### src/rtl/onoff_spike_encoder_if.sv
// -----------------------------------------------------------------------------
// onoff_spike_encoder_if
//
// Patch handshake between a pixel source (master) and the on/off spike
// encoder (slave).
//
// Signals:
//   in_valid   master -> slave   patch valid
//   in_ready   slave  -> master  encoder can accept a patch
//   pix_in     master -> slave   9 pixels; slice j = pix_in[j*PIX_W +: PIX_W],
//                                j=0..7 edges, j=8 center
//   thresh_in  master -> slave   silence threshold (only with PIXEL_THRESHOLD_EN)
//
// Build option: PIXEL_THRESHOLD_EN adds thresh_in.
// -----------------------------------------------------------------------------
interface onoff_spike_encoder_if #(
    parameter int PIX_W = 8
);
    logic                 in_valid;
    logic                 in_ready;
    logic [9*PIX_W-1:0]   pix_in;
`ifdef PIXEL_THRESHOLD_EN
    logic [PIX_W-1:0]     thresh_in;

    modport master (output in_valid, output pix_in, output thresh_in, input in_ready);
    modport slave  (input in_valid, input pix_in, input thresh_in, output in_ready);
`else
    modport master (output in_valid, output pix_in, input in_ready);
    modport slave  (input in_valid, input pix_in, output in_ready);
`endif
endinterface

### src/rtl/onoff_spike_encoder.sv
// -----------------------------------------------------------------------------
// onoff_spike_encoder
//
// Accepts one 3x3 intensity patch, converts each pixel into a race-logic step
// time (brighter = earlier), then replays all nine steps over one gamma window
// preceded by a one-cycle reset pulse to the downstream on/off filter.
//
// Ports:
//   clk               rising-edge clock
//   rst               asynchronous active-low reset
//   bus               patch handshake (onoff_spike_encoder_if.slave)
//   filter_rst        one-cycle active-high reset to the downstream filter
//   filter_center_in  center step signal (pixel 8)
//   filter_edge_in    edge step signals, bit j from pixel j
//   window_active     high while the window is being replayed
//   window_done       one-cycle pulse after the last window cycle
//
// Build option: PIXEL_THRESHOLD_EN -- pixels below bus.thresh_in (sampled at
// the handshake) stay silent for the whole window.
//
// state | meaning
// ------+-----------------------------------------------------------
// IDLE  | waiting for a patch, in_ready=1
// RST   | one cycle, pulse filter_rst, all steps low
// RUN   | replay window, t counts 0..GAMMA_LEN-1, steps = (t >= time_j)
// DONE  | one cycle, pulse window_done, all steps low
// -----------------------------------------------------------------------------
module onoff_spike_encoder #(
    parameter int PIX_W    = 8,
    parameter int TIME_W   = 6,
    parameter int LEAVEWAY = 5
) (
    input  logic                 clk,
    input  logic                 rst,
    onoff_spike_encoder_if.slave bus,
    output logic                 filter_rst,
    output logic                 filter_center_in,
    output logic [0:7]           filter_edge_in,
    output logic                 window_active,
    output logic                 window_done
);

    localparam int               SHIFT     = PIX_W - TIME_W;
    localparam int               GAMMA_LEN = 2**TIME_W + LEAVEWAY;
    localparam logic [TIME_W:0]  T_LAST    = (TIME_W+1)'(GAMMA_LEN - 1);

    typedef enum logic [1:0] {IDLE, RST, RUN, DONE} state_t;

    state_t                   state_q, state_d;
    logic [TIME_W:0]          t_q, t_d;
    logic [8:0][TIME_W-1:0]   time_q, time_d;
    logic [8:0]               silent_q, silent_d;
    logic [8:0]               step_q, step_d;
    logic                     filter_rst_q, filter_rst_d;
    logic                     active_q, active_d;
    logic                     done_q, done_d;
    logic [PIX_W-1:0]         inv;

    always_ff @(posedge clk or negedge rst) begin
        if (!rst) begin
            state_q      <= IDLE;
            t_q          <= '0;
            time_q       <= '0;
            silent_q     <= '0;
            step_q       <= '0;
            filter_rst_q <= 1'b0;
            active_q     <= 1'b0;
            done_q       <= 1'b0;
        end else begin
            state_q      <= state_d;
            t_q          <= t_d;
            time_q       <= time_d;
            silent_q     <= silent_d;
            step_q       <= step_d;
            filter_rst_q <= filter_rst_d;
            active_q     <= active_d;
            done_q       <= done_d;
        end
    end

    always_comb begin
        state_d  = state_q;
        t_d      = t_q;
        time_d   = time_q;
        silent_d = silent_q;
        step_d   = '0;
        inv      = '0;

        case (state_q)
            IDLE: begin
                if (bus.in_valid) begin
                    for (int j = 0; j < 9; j++) begin
                        // (2^PIX_W-1 - pix) is the bitwise inverse for unsigned pix
                        inv       = ~bus.pix_in[j*PIX_W +: PIX_W];
                        time_d[j] = TIME_W'(inv >> SHIFT);
`ifdef PIXEL_THRESHOLD_EN
                        silent_d[j] = (bus.pix_in[j*PIX_W +: PIX_W] < bus.thresh_in);
`else
                        silent_d[j] = 1'b0;
`endif
                    end
                    state_d = RST;
                end
            end
            RST: begin
                t_d     = '0;
                state_d = RUN;
            end
            RUN: begin
                if (t_q == T_LAST) begin
                    state_d = DONE;
                end else begin
                    t_d = t_q + 1'b1;
                end
            end
            DONE: begin
                t_d     = '0;
                state_d = IDLE;
            end
            default: state_d = IDLE;
        endcase

        // Outputs are registered: compute them from the values of the coming cycle.
        if (state_d == RUN) begin
            for (int j = 0; j < 9; j++) begin
                step_d[j] = ({1'b0, time_d[j]} <= t_d) && !silent_d[j];
            end
        end
        filter_rst_d = (state_d == RST);
        active_d     = (state_d == RUN);
        done_d       = (state_d == DONE);
    end

    assign bus.in_ready     = (state_q == IDLE);
    assign filter_rst       = filter_rst_q;
    assign filter_center_in = step_q[8];
    assign window_active    = active_q;
    assign window_done      = done_q;

    for (genvar j = 0; j < 8; j++) begin : g_edge
        assign filter_edge_in[j] = step_q[j];
    end

endmodule
### src/flat_wrapper.sv
// flat-port wrapper written by rule: the top's interface ports become plain ports
module onoff_spike_encoder_flat 
#(
    parameter int PIX_W    = 8,
    parameter int TIME_W   = 6,
    parameter int LEAVEWAY = 5
)
  (clk, rst, filter_rst, filter_center_in, filter_edge_in, window_active, window_done, bus_in_valid, bus_pix_in, bus_in_ready);
  onoff_spike_encoder_if #(.PIX_W(PIX_W)) bus_i ();
  input  logic clk;
  input  logic rst;
  output logic filter_rst;
  output logic filter_center_in;
  output logic [0:7] filter_edge_in;
  output logic window_active;
  output logic window_done;
  input wire logic [$bits(bus_i.in_valid)-1:0] bus_in_valid;
  input wire logic [$bits(bus_i.pix_in)-1:0] bus_pix_in;
  output wire logic [$bits(bus_i.in_ready)-1:0] bus_in_ready;
  assign bus_i.in_valid = bus_in_valid;
  assign bus_i.pix_in = bus_pix_in;
  assign bus_in_ready = bus_i.in_ready;
  onoff_spike_encoder #(.PIX_W(PIX_W), .TIME_W(TIME_W), .LEAVEWAY(LEAVEWAY)) u_core (.clk(clk), .rst(rst), .bus(bus_i), .filter_rst(filter_rst), .filter_center_in(filter_center_in), .filter_edge_in(filter_edge_in), .window_active(window_active), .window_done(window_done));
endmodule
### config.mk
export PLATFORM = sky130hd
export DESIGN_NAME = onoff_spike_encoder_flat
export DESIGN_NICKNAME = d
export VERILOG_FILES = /design/src/rtl/onoff_spike_encoder_if.sv /design/src/rtl/onoff_spike_encoder.sv /design/src/flat_wrapper.sv
export SDC_FILE = /design/constraint.sdc
export NUM_CORES = 1
export LEC_CHECK = 0
export ABC_CLOCK_PERIOD_IN_PS = 3600
export BUFFER_PORTS_ARGS = -buffer_cell sky130_fd_sc_hd__buf_2
export CAP_MARGIN = 10
export CORE_ASPECT_RATIO = 0.9
export CORE_MARGIN = 2
export CORE_UTILIZATION = 40
export CTS_BUF_LIST = sky130_fd_sc_hd__clkbuf_4
export DETAILED_ROUTE_END_ITERATION = 6
export REMOVE_ABC_BUFFERS = 1
export SYNTH_ARGS = -nofsm -noshare
export SYNTH_HDL_FRONTEND = slang
export SYNTH_SLANG_ARGS = --single-unit
### constraint.sdc
create_clock -name clk -period 3.6 [get_ports clk]
set_input_delay 1.08 -clock clk [delete_from_list [all_inputs] [get_ports clk]]
set_output_delay 1.08 -clock clk [all_outputs]
set_load 0.05 [all_outputs]
After elaboration in Yosys (flattened, before gate mapping). Cells that the tools add are included. W data, S select, Z words.

Add/sub/neg operators: 1. $lt $le $gt $ge: 9. Equal/unequal tests: 7. Muxes and demuxes: 10. Bitwise gates (word level): 9. Reductions and logical operators: 20.

Operator list (number): $mux W54 (2); $not A8 Y8 (9); $le A6 B7 Y1 (9); $mux W9 (3); $pmux W7 S2 (1); $logic_and A1 B1 Y1 (9); $logic_not A1 Y1 (9); $eq A2 B2 Y1 const B (4); $pmux W2 S4 (1); $add A7 B1 Y7 const B (1); $eq A7 B7 Y1 const B (1); $mux W7 (1); $eq A2 B1 Y1 const B (2); $mux W2 (2); $logic_not A2 Y1 (1); $reduce_or A2 Y1 (1).

Register bits after elaboration: 84. Bits of input ports: 75.

Longest topological paths before layout. Gate-level depths: netlist (run 1).

Word-level depth: 6. Gate-level depth with buffers: 17. Mapped depth without buffers: 14.

Worst setup path before layout (run 1). Ideal clock, no wire load.

Path type: input-to-reg. Start point: in bus_in_valid. End point: reg u_core.step_q[2]. Data arrival time: 3896 ps. Required time: 3506 ps. Slack: -390 ps. Stages on the path: 15. Path through: nand2_1 -> clkbuf_1 -> buf_2 -> clkbuf_1 -> clkbuf_1 -> clkbuf_1 -> nand2_1 -> o21ai_0 -> ha_1 -> nor2b_1 -> o21ai_0 -> maj3_1 -> o22ai_1 -> maj3_2 -> a211oi_1.

RTL lines: start: declaration (RTL line flat_wrapper.sv:17) `input wire logic [$bits(bus_i.in_valid)-1:0] bus_in_valid;`; end signal: assignment (RTL line onoff_spike_encoder.sv:74) `step_q <= step_d;`; end: declaration (RTL line onoff_spike_encoder.sv:53) `logic [8:0] step_q, step_d;`.

Final worst setup path (run 1).
Start point: reg u_core.state_q[0]. End point: reg u_core.step_q[4].

Longest elaborated chain between the ends: 6.

RTL lines: start: declaration (RTL line onoff_spike_encoder.sv:49) `state_t state_q, state_d;`; start signal: assignment (RTL line onoff_spike_encoder.sv:70) `state_q <= state_d;`; $eq A2 B1 Y1 or $eq A2 B2 Y1 (tied branches) (RTL line onoff_spike_encoder.sv:89) `case (state_q)`; $reduce_or A2 Y1 (no line); $pmux W7 S2 * (RTL line onoff_spike_encoder.sv:89); named net u_core.t_d[4] (RTL line onoff_spike_encoder.sv:50) `logic [TIME_W:0] t_q, t_d;`; $le A6 B7 Y1 * (RTL line onoff_spike_encoder.sv:126) `step_d[j] = ({1'b0, time_d[j]} <= t_d) && !silent_d[j];`; $logic_and A1 B1 Y1 * (RTL line onoff_spike_encoder.sv:126); $mux W9 * (RTL line onoff_spike_encoder.sv:124) `if (state_d == RUN) begin`; named net u_core.step_d[4] (RTL line onoff_spike_encoder.sv:53).

The timed path passes the listed nets; every way through them passes the cells marked *.

==> results of run 1 <==
-- cell usage in the layout, fill, tap and decap left out, types with 3 or more instances in the layout --
master and instances:
sky130_fd_sc_hd__nand2_1 57, sky130_fd_sc_hd__a22o_1 3, sky130_fd_sc_hd__maj3_1 7, sky130_fd_sc_hd__a21oi_1 32, sky130_fd_sc_hd__nand3_1 8, sky130_fd_sc_hd__o22ai_1 7, sky130_fd_sc_hd__a31oi_1 5, sky130_fd_sc_hd__ha_1 32
sky130_fd_sc_hd__maj3_2 5, sky130_fd_sc_hd__o21a_1 9, sky130_fd_sc_hd__and4b_1 3, sky130_fd_sc_hd__nor2_1 15, sky130_fd_sc_hd__o21ai_0 44, sky130_fd_sc_hd__nor2b_1 7, sky130_fd_sc_hd__buf_2 68, sky130_fd_sc_hd__buf_4 12
sky130_fd_sc_hd__nand2b_1 3, sky130_fd_sc_hd__and2_1 12, sky130_fd_sc_hd__dfrtp_1 84, sky130_fd_sc_hd__xnor2_1 7, sky130_fd_sc_hd__o2111ai_1 3, sky130_fd_sc_hd__nand3b_1 3, sky130_fd_sc_hd__a211oi_1 7, sky130_fd_sc_hd__inv_1 30
sky130_fd_sc_hd__clkbuf_4 11
-- per-stage QoR --
| step | worst slack [ns] | power (mW) | hold WS, ns | std cells | utilization (%) |
|---|---|---|---|---|---|
| after global placement | 0.2512 | 1.014 | 0.4607 | 622 | 46.59 |
| after floorplan | -0.8545 | 0.9617 | 0.4433 | 411 | - |
| final | 0.2215 | 1.474 | 0.4901 | 638 | 47.67 |
| after global routing | 0.03832 | 1.543 | 0.5126 | 638 | 47.67 |
| after detailed placement | 0.2021 | 1.015 | 0.4646 | 622 | 46.59 |
| after CTS | 0.2787 | 1.497 | 0.4906 | 638 | 47.67 |
-- logic make-up (layout without fill, tap and decap cells) --
| family | Yosys count | after routing |
|---|---|---|
| DFF | 84 | 84 |
| and+or+nand+nor | 118 | 118 |
| adders and majority gates | 44 | 44 |
| buffers and inverters | 50 | 130 |
| AOI/OAI and AO/OA | 125 | 125 |
| xor gates and xnor gates | 8 | 8 |
-- state kept, by name, summed over array words and instances, names as in the netlist --
signal	count
u_core.t_q	7
u_core.silent_q	9
u_core.step_q	9
u_core.time_q	54
u_core.filter_rst	1
u_core.window_active	1
u_core.window_done	1
u_core.state_q	2
-- power by group through the flow --
stage / combinational, mW / clock [mW] / sequential, mW
finish: 0.0507 / 0.480 / 0.943
global route: 0.0592 / 0.540 / 0.944
CTS: 0.0535 / 0.500 / 0.943
detailed placement: 0.0532 / 0 / 0.961
global placement: 0.0531 / 0 / 0.961
floorplan: 0.0000681 / 0 / 0.962
-- worst paths after layout --
kind,start,end,slack [ns],cells past startpoint
setup reg to reg,u_core.state_q[0]$_DFF_PN0_,u_core.step_q[4]$_DFF_PN0_,0.22,13
hold reg to reg,u_core.silent_q[4]$_DFF_PN0_,u_core.silent_q[4]$_DFF_PN0_,0.49,1
max in group asynchronous,rst,u_core.time_q[52]$_DFF_PN0_,2.35,2
hold / removal,u_core.silent_q[4]$_DFF_PN0_,u_core.silent_q[4]$_DFF_PN0_,0.49,1
setup / recovery,u_core.state_q[0]$_DFF_PN0_,u_core.step_q[4]$_DFF_PN0_,0.22,13
min in group asynchronous,rst,u_core.step_q[5]$_DFF_PN0_,0.60,1
-- routing by layer --
metal	routed length, microns	share of wire, %	up-vias
met5	11	0.11	-
met4	106	1.1	2
met3	522	5.4	12
met2	4408	46	67
met1	4560	47	1510
li1	-	-	1646
-- area by class of cell --
cell class / count / share of cell area [%]
inverter: 32 / 2.499
clock buffer: 11 / 1.683
sequential: 84 / 42.85
clock inverter: 5 / 0.5866
timing repair buffer: 82 / 9.589
tap: 129 / 3.290
multi-input combinational: 295 / 39.51
==> out/metrics.json, run 1 <==
{
  "setup_viol": 0,
  "grt_max_degree": 44,
  "critical_path.endpoint_type": "flip-flop",
  "synthesized_area_fraction_occupied_by_adder_cells_pct": 12.42,
  "clock-skew-final_ns": 0.01445,
  "clkTransAtPathRegs_ns": 0.13,
  "crit_type": "reg -> reg",
  "synth-compound-area-share_pct": 17.96,
  "setup.worst_path.start_class": "flip-flop",
  "max_cap_violations": 0,
  "clkPwrFrac_pct": 32.6,
  "floorplan.io_pins": 88,
  "vdd_ir_drop_max_v": 0.0002450,
  "grt_usage_pct": 18.04,
  "die_area_sq_mm": 0.01144,
  "area_delta_synth_final_pct": 15.66,
  "synth-main-ff-cell": "sky130_fd_sc_hd__dfrtp_1",
  "cp.buffers_inverters": 2,
  "vias": 3237,
  "grt_met2_usage_pct": 29.66,
  "final.setup.tns_ns": 0,
  "power.internal_mw": 1.120,
  "finalHoldViolCount": 0,
  "hold_path_class": "reg -> reg",
  "timing.critical_path.arrival_ns": 3.73,
  "power.share.switching_pct": 24.02,
  "yosysWarnings": 0,
  "time_the_final_worst_path_needs_with_i_o_delays_and_setup_ns": 3.378,
  "timing_max_transition_violations_final": 0,
  "rsz0062_at_grt": "false",
  "floorplan.initialDensity_pct": 41.22,
  "cts-buffers-inserted": 9,
  "tritoncts": "built",
  "drt_pass1_iterations": 4,
  "worst_margin_pin_slew_ns": 0.5875,
  "core_region_area_sq_mm": 0.01029,
  "netlist_instances": 429,
  "simple_gate_portion_of_the_synthesized_area_pct": 13.48,
  "number_of_antenna_violations_at_the_first_check_in_global_routing": 2,
  "synthesis.area_sq_mm": 0.004242,
  "n_antenna_cell": 0,
  "clockRootBuffer": "sky130_fd_sc_hd__clkbuf_4",
  "grt_overflow_total": 0,
  "worst_path_largest_cell_delay_ns": 0.42,
  "final_cell_area_sq_mm": 0.004906,
  "row_count": 35,
  "drt.antenna.violating_nets": 0,
  "via_count_of_the_first_global_routing_pass": 3325,
  "multi_input_gate_area_in_the_final_layout_sq_mm": 0.001938,
  "area_of_all_sequential_standard_cells_sq_mm": 0.002102,
  "port_buffers": 69,
  "max_slew_margin_pct": 60.84,
  "outcome": "complete, no violations",
  "distinct_cells_synth": 50,
  "floorplan.die.height_microns": 101.7,
  "synth-seq-cells": 84,
  "power.combinational.fraction_pct": 3.4,
  "xor_xnor_share_of_the_synthesized_area_pct": 1.652,
  "synth_enable_flop_cells": 0,
  "syn-mean-instance-area_sq_um": 9.887,
  "postCtsResizedCells": 0,
  "power.density_mw_per_mm2": 300.4,
  "synth.top_cells.by_count": "sky130_fd_sc_hd__dfrtp_1, sky130_fd_sc_hd__nand2_1, sky130_fd_sc_hd__o21ai_0",
  "grt_use_met3_pct": 5.805,
  "net-switching-power_mw": 0.3540,
  "netlist.top_cell.by_area": "sky130_fd_sc_hd__dfrtp_1",
  "static-leakage-power_nw": 2.424,
  "grt_use_met1_pct": 23.05,
  "synth_top_family_by_area": "compound AO/OA/AOI/OAI gates",
  "synth.area.mux_share_pct": 0,
  "post_route_cells_drive_above_1_share_pct": 22.00,
  "post-dp-hpwl_microns": 6965,
  "final.period_utilization_pct": 93.85,
  "worst_skew_pair.late_latency_ns": 0.44,
  "ys_top_cells_by_area": "sky130_fd_sc_hd__dfrtp_1, sky130_fd_sc_hd__ha_1, sky130_fd_sc_hd__o21ai_0, sky130_fd_sc_hd__nand2_1, sky130_fd_sc_hd__a21oi_1",
  "detail_route.wl_per_cell_microns": 15.06,
  "clockBufferDepth": 2,
  "cts.htree.levels": 3,
  "critical_path.max_fanout": 10,
  "achievable-frequency_mhz": 296.0,
  "grt-busiest-layer": "met2",
  "drt_wl_total_microns": 9608,
  "post_cts_hold_buffer_count": 0,
  "crit_family": "adder cells",
  "drt_drc_violations_left": 0,
  "detailedRoute.firstIterationViolations": 144,
  "clkSinkCount": 84,
  "place_area_sq_mm": 0.004795,
  "die_width_microns": 112.5,
  "critical_path.cell_chain": "inv_1 -> ha_1 -> nand2b_1 -> a21oi_1 -> a22o_1 -> inv_1 -> ha_1 -> nand3_1 -> o21ai_0 -> maj3_1 -> a21oi_1 -> o2111ai_1 -> and4b_1",
  "nFillCells": 1002,
  "synth_largest_type_area_fraction_pct": 49.56,
  "cp_slowest_cell": "sky130_fd_sc_hd__dfrtp_1",
  "ys_async_sr_fraction_pct": 100.0,
  "postCtsSetupBuffers": 0,
  "synthMostInstantiatedCell": "sky130_fd_sc_hd__dfrtp_1",
  "synth_seq_area_share_pct": 49.56,
  "finish.net_count": 611,
  "post_drt_via_cell_ratio": 5.074,
  "grt_pass1_wl_microns": 16060,
  "p_seq_share_pct": 64.0,
  "finalWeightedCongestion": 0.8576,
  "timing.critical_path.required_ns": 3.95
}
Power figures use the tool's default switching activity.
==> run 2: changes to the inputs <==
--- a/config.mk
+++ b/config.mk
@@ -7,11 +7,9 @@
 export LEC_CHECK = 0
 export ABC_CLOCK_PERIOD_IN_PS = 3600
 export BUFFER_PORTS_ARGS = -buffer_cell sky130_fd_sc_hd__buf_2
-export CAP_MARGIN = 10
 export CORE_ASPECT_RATIO = 0.9
 export CORE_MARGIN = 2
 export CORE_UTILIZATION = 40
-export CTS_BUF_LIST = sky130_fd_sc_hd__clkbuf_4
 export DETAILED_ROUTE_END_ITERATION = 6
 export REMOVE_ABC_BUFFERS = 1
 export SYNTH_ARGS = -nofsm -noshare
==> run 2 against run 1 <==
Total power is 25% higher. Register-to-register slack better by 0.03 ns. Critical path type unchanged. Highest routed layer unchanged. Hold slack worse by 0.0088 ns. Wire length is 0.81% higher. Fmax is 1.0% higher.
==> out/metrics.json, run 2 (synthesized netlist as in run 1, its figures left out) <==
{
  "post_route_cells_drive_above_1_share_pct": 21.81,
  "grt_use_met3_pct": 5.386,
  "worst_hold_path_ep": "u_core.silent_q[8]$_DFF_PN0_",
  "cp_slowest_cell": "sky130_fd_sc_hd__ha_1",
  "floorplan.io_pins": 88,
  "row_count": 35,
  "holdCritStartpoint": "u_core.silent_q[8]$_DFF_PN0_",
  "grt_overflow_total": 0,
  "timing.critical_path.arrival_ns": 3.57,
  "clock-skew-final_ns": 0.005946,
  "timing.critical_path.required_ns": 3.83,
  "area_delta_synth_final_pct": 19.44,
  "crit_family": "compound AO/OA/AOI/OAI gates",
  "grt_met2_usage_pct": 29.71,
  "die_area_sq_mm": 0.01144,
  "mostFrequentLayoutCell": "sky130_fd_sc_hd__dfrtp_1",
  "grt_max_degree": 44,
  "post-dp-hpwl_microns": 6965,
  "worstReg2RegEnd": "u_core.step_q[4]$_DFF_PN0_",
  "rr_startpoint": "u_core.t_q[0]$_DFF_PN0_",
  "clkSinkCount": 84,
  "postCtsResizedCells": 0,
  "mostFrequentLayoutCells": "sky130_fd_sc_hd__dfrtp_1, sky130_fd_sc_hd__buf_2, sky130_fd_sc_hd__nand2_1, sky130_fd_sc_hd__o21ai_0",
  "number_of_antenna_violations_at_the_first_check_in_global_routing": 2,
  "max_slew_margin_pct": 61.00,
  "outcome": "complete, no violations",
  "grt_use_met1_pct": 23.58,
  "clockRootBuffer": "sky130_fd_sc_hd__clkbuf_16",
  "power.density_mw_per_mm2": 364.3,
  "drt.antenna.violating_nets": 0,
  "floorplan.initialDensity_pct": 41.22,
  "post_drt_via_cell_ratio": 5.074,
  "worst_hold_path_cells": 1,
  "setup.worst_path.start_class": "flip-flop",
  "cts-buffers-inserted": 9,
  "detail_route.wl_per_cell_microns": 15.18,
  "p_seq_share_pct": 51.1,
  "worst_skew_pair.late_latency_ns": 0.34,
  "crit_type": "reg -> reg",
  "final.setup.tns_ns": 0,
  "cp.buffers_inverters": 2,
  "registers.top_by_ff_count": "u_core.time_q",
  "time_the_final_worst_path_needs_with_i_o_delays_and_setup_ns": 3.343,
  "floorplan.die.height_microns": 101.7,
  "grt-busiest-layer": "met2",
  "finish.net_count": 611,
  "largest_register_ff_count": 54,
  "max_cap_violations": 0,
  "worst_path_largest_cell_delay_ns": 0.41,
  "detailedRoute.firstIterationViolations": 147,
  "critical_path.max_fanout": 10,
  "cts.htree.levels": 3,
  "finalHoldViolCount": 0,
  "tritoncts": "built",
  "critical_path.endpoint_type": "flip-flop",
  "drt_pass1_iterations": 4,
  "achievable-frequency_mhz": 299.1,
  "via_count_of_the_first_global_routing_pass": 3347,
  "power.share.switching_pct": 21.35,
  "setup_viol": 0,
  "vdd_ir_drop_max_v": 0.0002559,
  "clkTransAtPathRegs_ns": 0.06,
  "final.period_utilization_pct": 92.87,
  "drt_drc_violations_left": 0,
  "static-leakage-power_nw": 2.492,
  "ff2ff_path_depth": 13,
  "drt_wl_total_microns": 9686,
  "worst_margin_pin_slew_ns": 0.5849,
  "core_region_area_sq_mm": 0.01029,
  "die_width_microns": 112.5,
  "fin_hold_ws_ns": 0.4813,
  "grt_pass1_wl_microns": 16260,
  "power.combinational.fraction_pct": 2.8,
  "post_cts_hold_buffer_count": 0,
  "critical_path.cell_chain": "inv_1 -> ha_1 -> and4b_4 -> a21oi_1 -> a22o_1 -> inv_1 -> ha_1 -> nand3_1 -> o21ai_0 -> maj3_1 -> a21oi_1 -> o2111ai_1 -> and4b_1",
  "clockBufferDepth": 2,
  "hold_path_class": "reg -> reg",
  "largest_registers_ranked_by_flip_flop_count": "u_core.time_q (54), u_core.silent_q (9), u_core.step_q (9)",
  "clkPwrFrac_pct": 46.1,
  "finalWeightedCongestion": 0.8576,
  "rsz0062_at_grt": "false",
  "port_buffers": 69,
  "r2r_setup_slack_ns": 0.26,
  "power.internal_mw": 1.452,
  "net-switching-power_mw": 0.3941,
  "postCtsSetupBuffers": 0,
  "timing_max_transition_violations_final": 0,
  "vias": 3237,
  "n_antenna_cell": 0,
  "grt_usage_pct": 18.30
}
run 2: cell count changes in the layout (fill, tap and decap cells not counted), sizes merged:
cell	before	now
clkinv	3	2
clkbuf	11	12
run 2: worst register-to-register path: stages (launching register included):
cell and delay (ns):
sky130_fd_sc_hd__dfrtp_1 0.36, sky130_fd_sc_hd__inv_1 0.09, sky130_fd_sc_hd__ha_1 0.21, sky130_fd_sc_hd__and4b_4 0.21, sky130_fd_sc_hd__a21oi_1 0.36, sky130_fd_sc_hd__a22o_1 0.25, sky130_fd_sc_hd__inv_1 0.25, sky130_fd_sc_hd__ha_1 0.41
sky130_fd_sc_hd__nand3_1 0.12, sky130_fd_sc_hd__o21ai_0 0.10, sky130_fd_sc_hd__maj3_1 0.35, sky130_fd_sc_hd__a21oi_1 0.17, sky130_fd_sc_hd__o2111ai_1 0.13, sky130_fd_sc_hd__and4b_1 0.22
run 2: how the worst max path moves through the flow:
stage | start | to | slack (ns) | cells after the start
after floorplan | bus_in_valid | u_core.step_q[3]$_DFF_PN0_ | -0.85 | 9
after global placement | bus_in_valid | u_core.step_q[8]$_DFF_PN0_ | 0.25 | 11
after detailed placement | bus_in_valid | u_core.step_q[8]$_DFF_PN0_ | 0.20 | 11
after CTS | u_core.t_q[0]$_DFF_PN0_ | u_core.step_q[4]$_DFF_PN0_ | 0.28 | 13
after global routing | u_core.t_q[0]$_DFF_PN0_ | u_core.step_q[5]$_DFF_PN0_ | 0.04 | 13
final | u_core.t_q[0]$_DFF_PN0_ | u_core.step_q[4]$_DFF_PN0_ | 0.26 | 13
run 2: area by class of cell:
type	instances	area (sq um)
clock buffer	12	246.5
clock inverter	4	25.02
fill	987	5225
inverter	32	122.6
multi-input combinational	295	1938
sequential	84	2102
tap	129	161.4
timing repair buffer	82	470.5
run 2: per-layer routing:
layer  vias to the layer above  routed length (microns)
li1                       1637                        -
met2                        80                     4398
met1                      1503                     4551
met5                         -                       11
met4                         2                      159
met3                        15                      565
run 2: power groups by stage:
stage	logic (mW)	clock network (mW)	registers, mW
finish	0.0511	0.851	0.944
global route	0.0592	0.920	0.943
CTS	0.0535	0.875	0.944
detailed placement	0.0532	0	0.961
global placement	0.0531	0	0.961
floorplan	0.0000681	0	0.962
run 2: per-stage QoR:
| stage | instances | util (%) | cell area [sq um] | setup WS [ns] | total power [mW] |
|---|---|---|---|---|---|
| detailed placement | 622 | 46.59 | 4795 | 0.2021 | 1.015 |
| floorplan | 411 | - | 4155 | -0.8545 | 0.9617 |
| CTS | 638 | 49.23 | 5066 | 0.2848 | 1.872 |
| global placement | 622 | 46.59 | 4795 | 0.2512 | 1.014 |
| global route | 638 | 49.23 | 5066 | 0.04486 | 1.922 |
| finish | 638 | 49.23 | 5066 | 0.2565 | 1.846 |
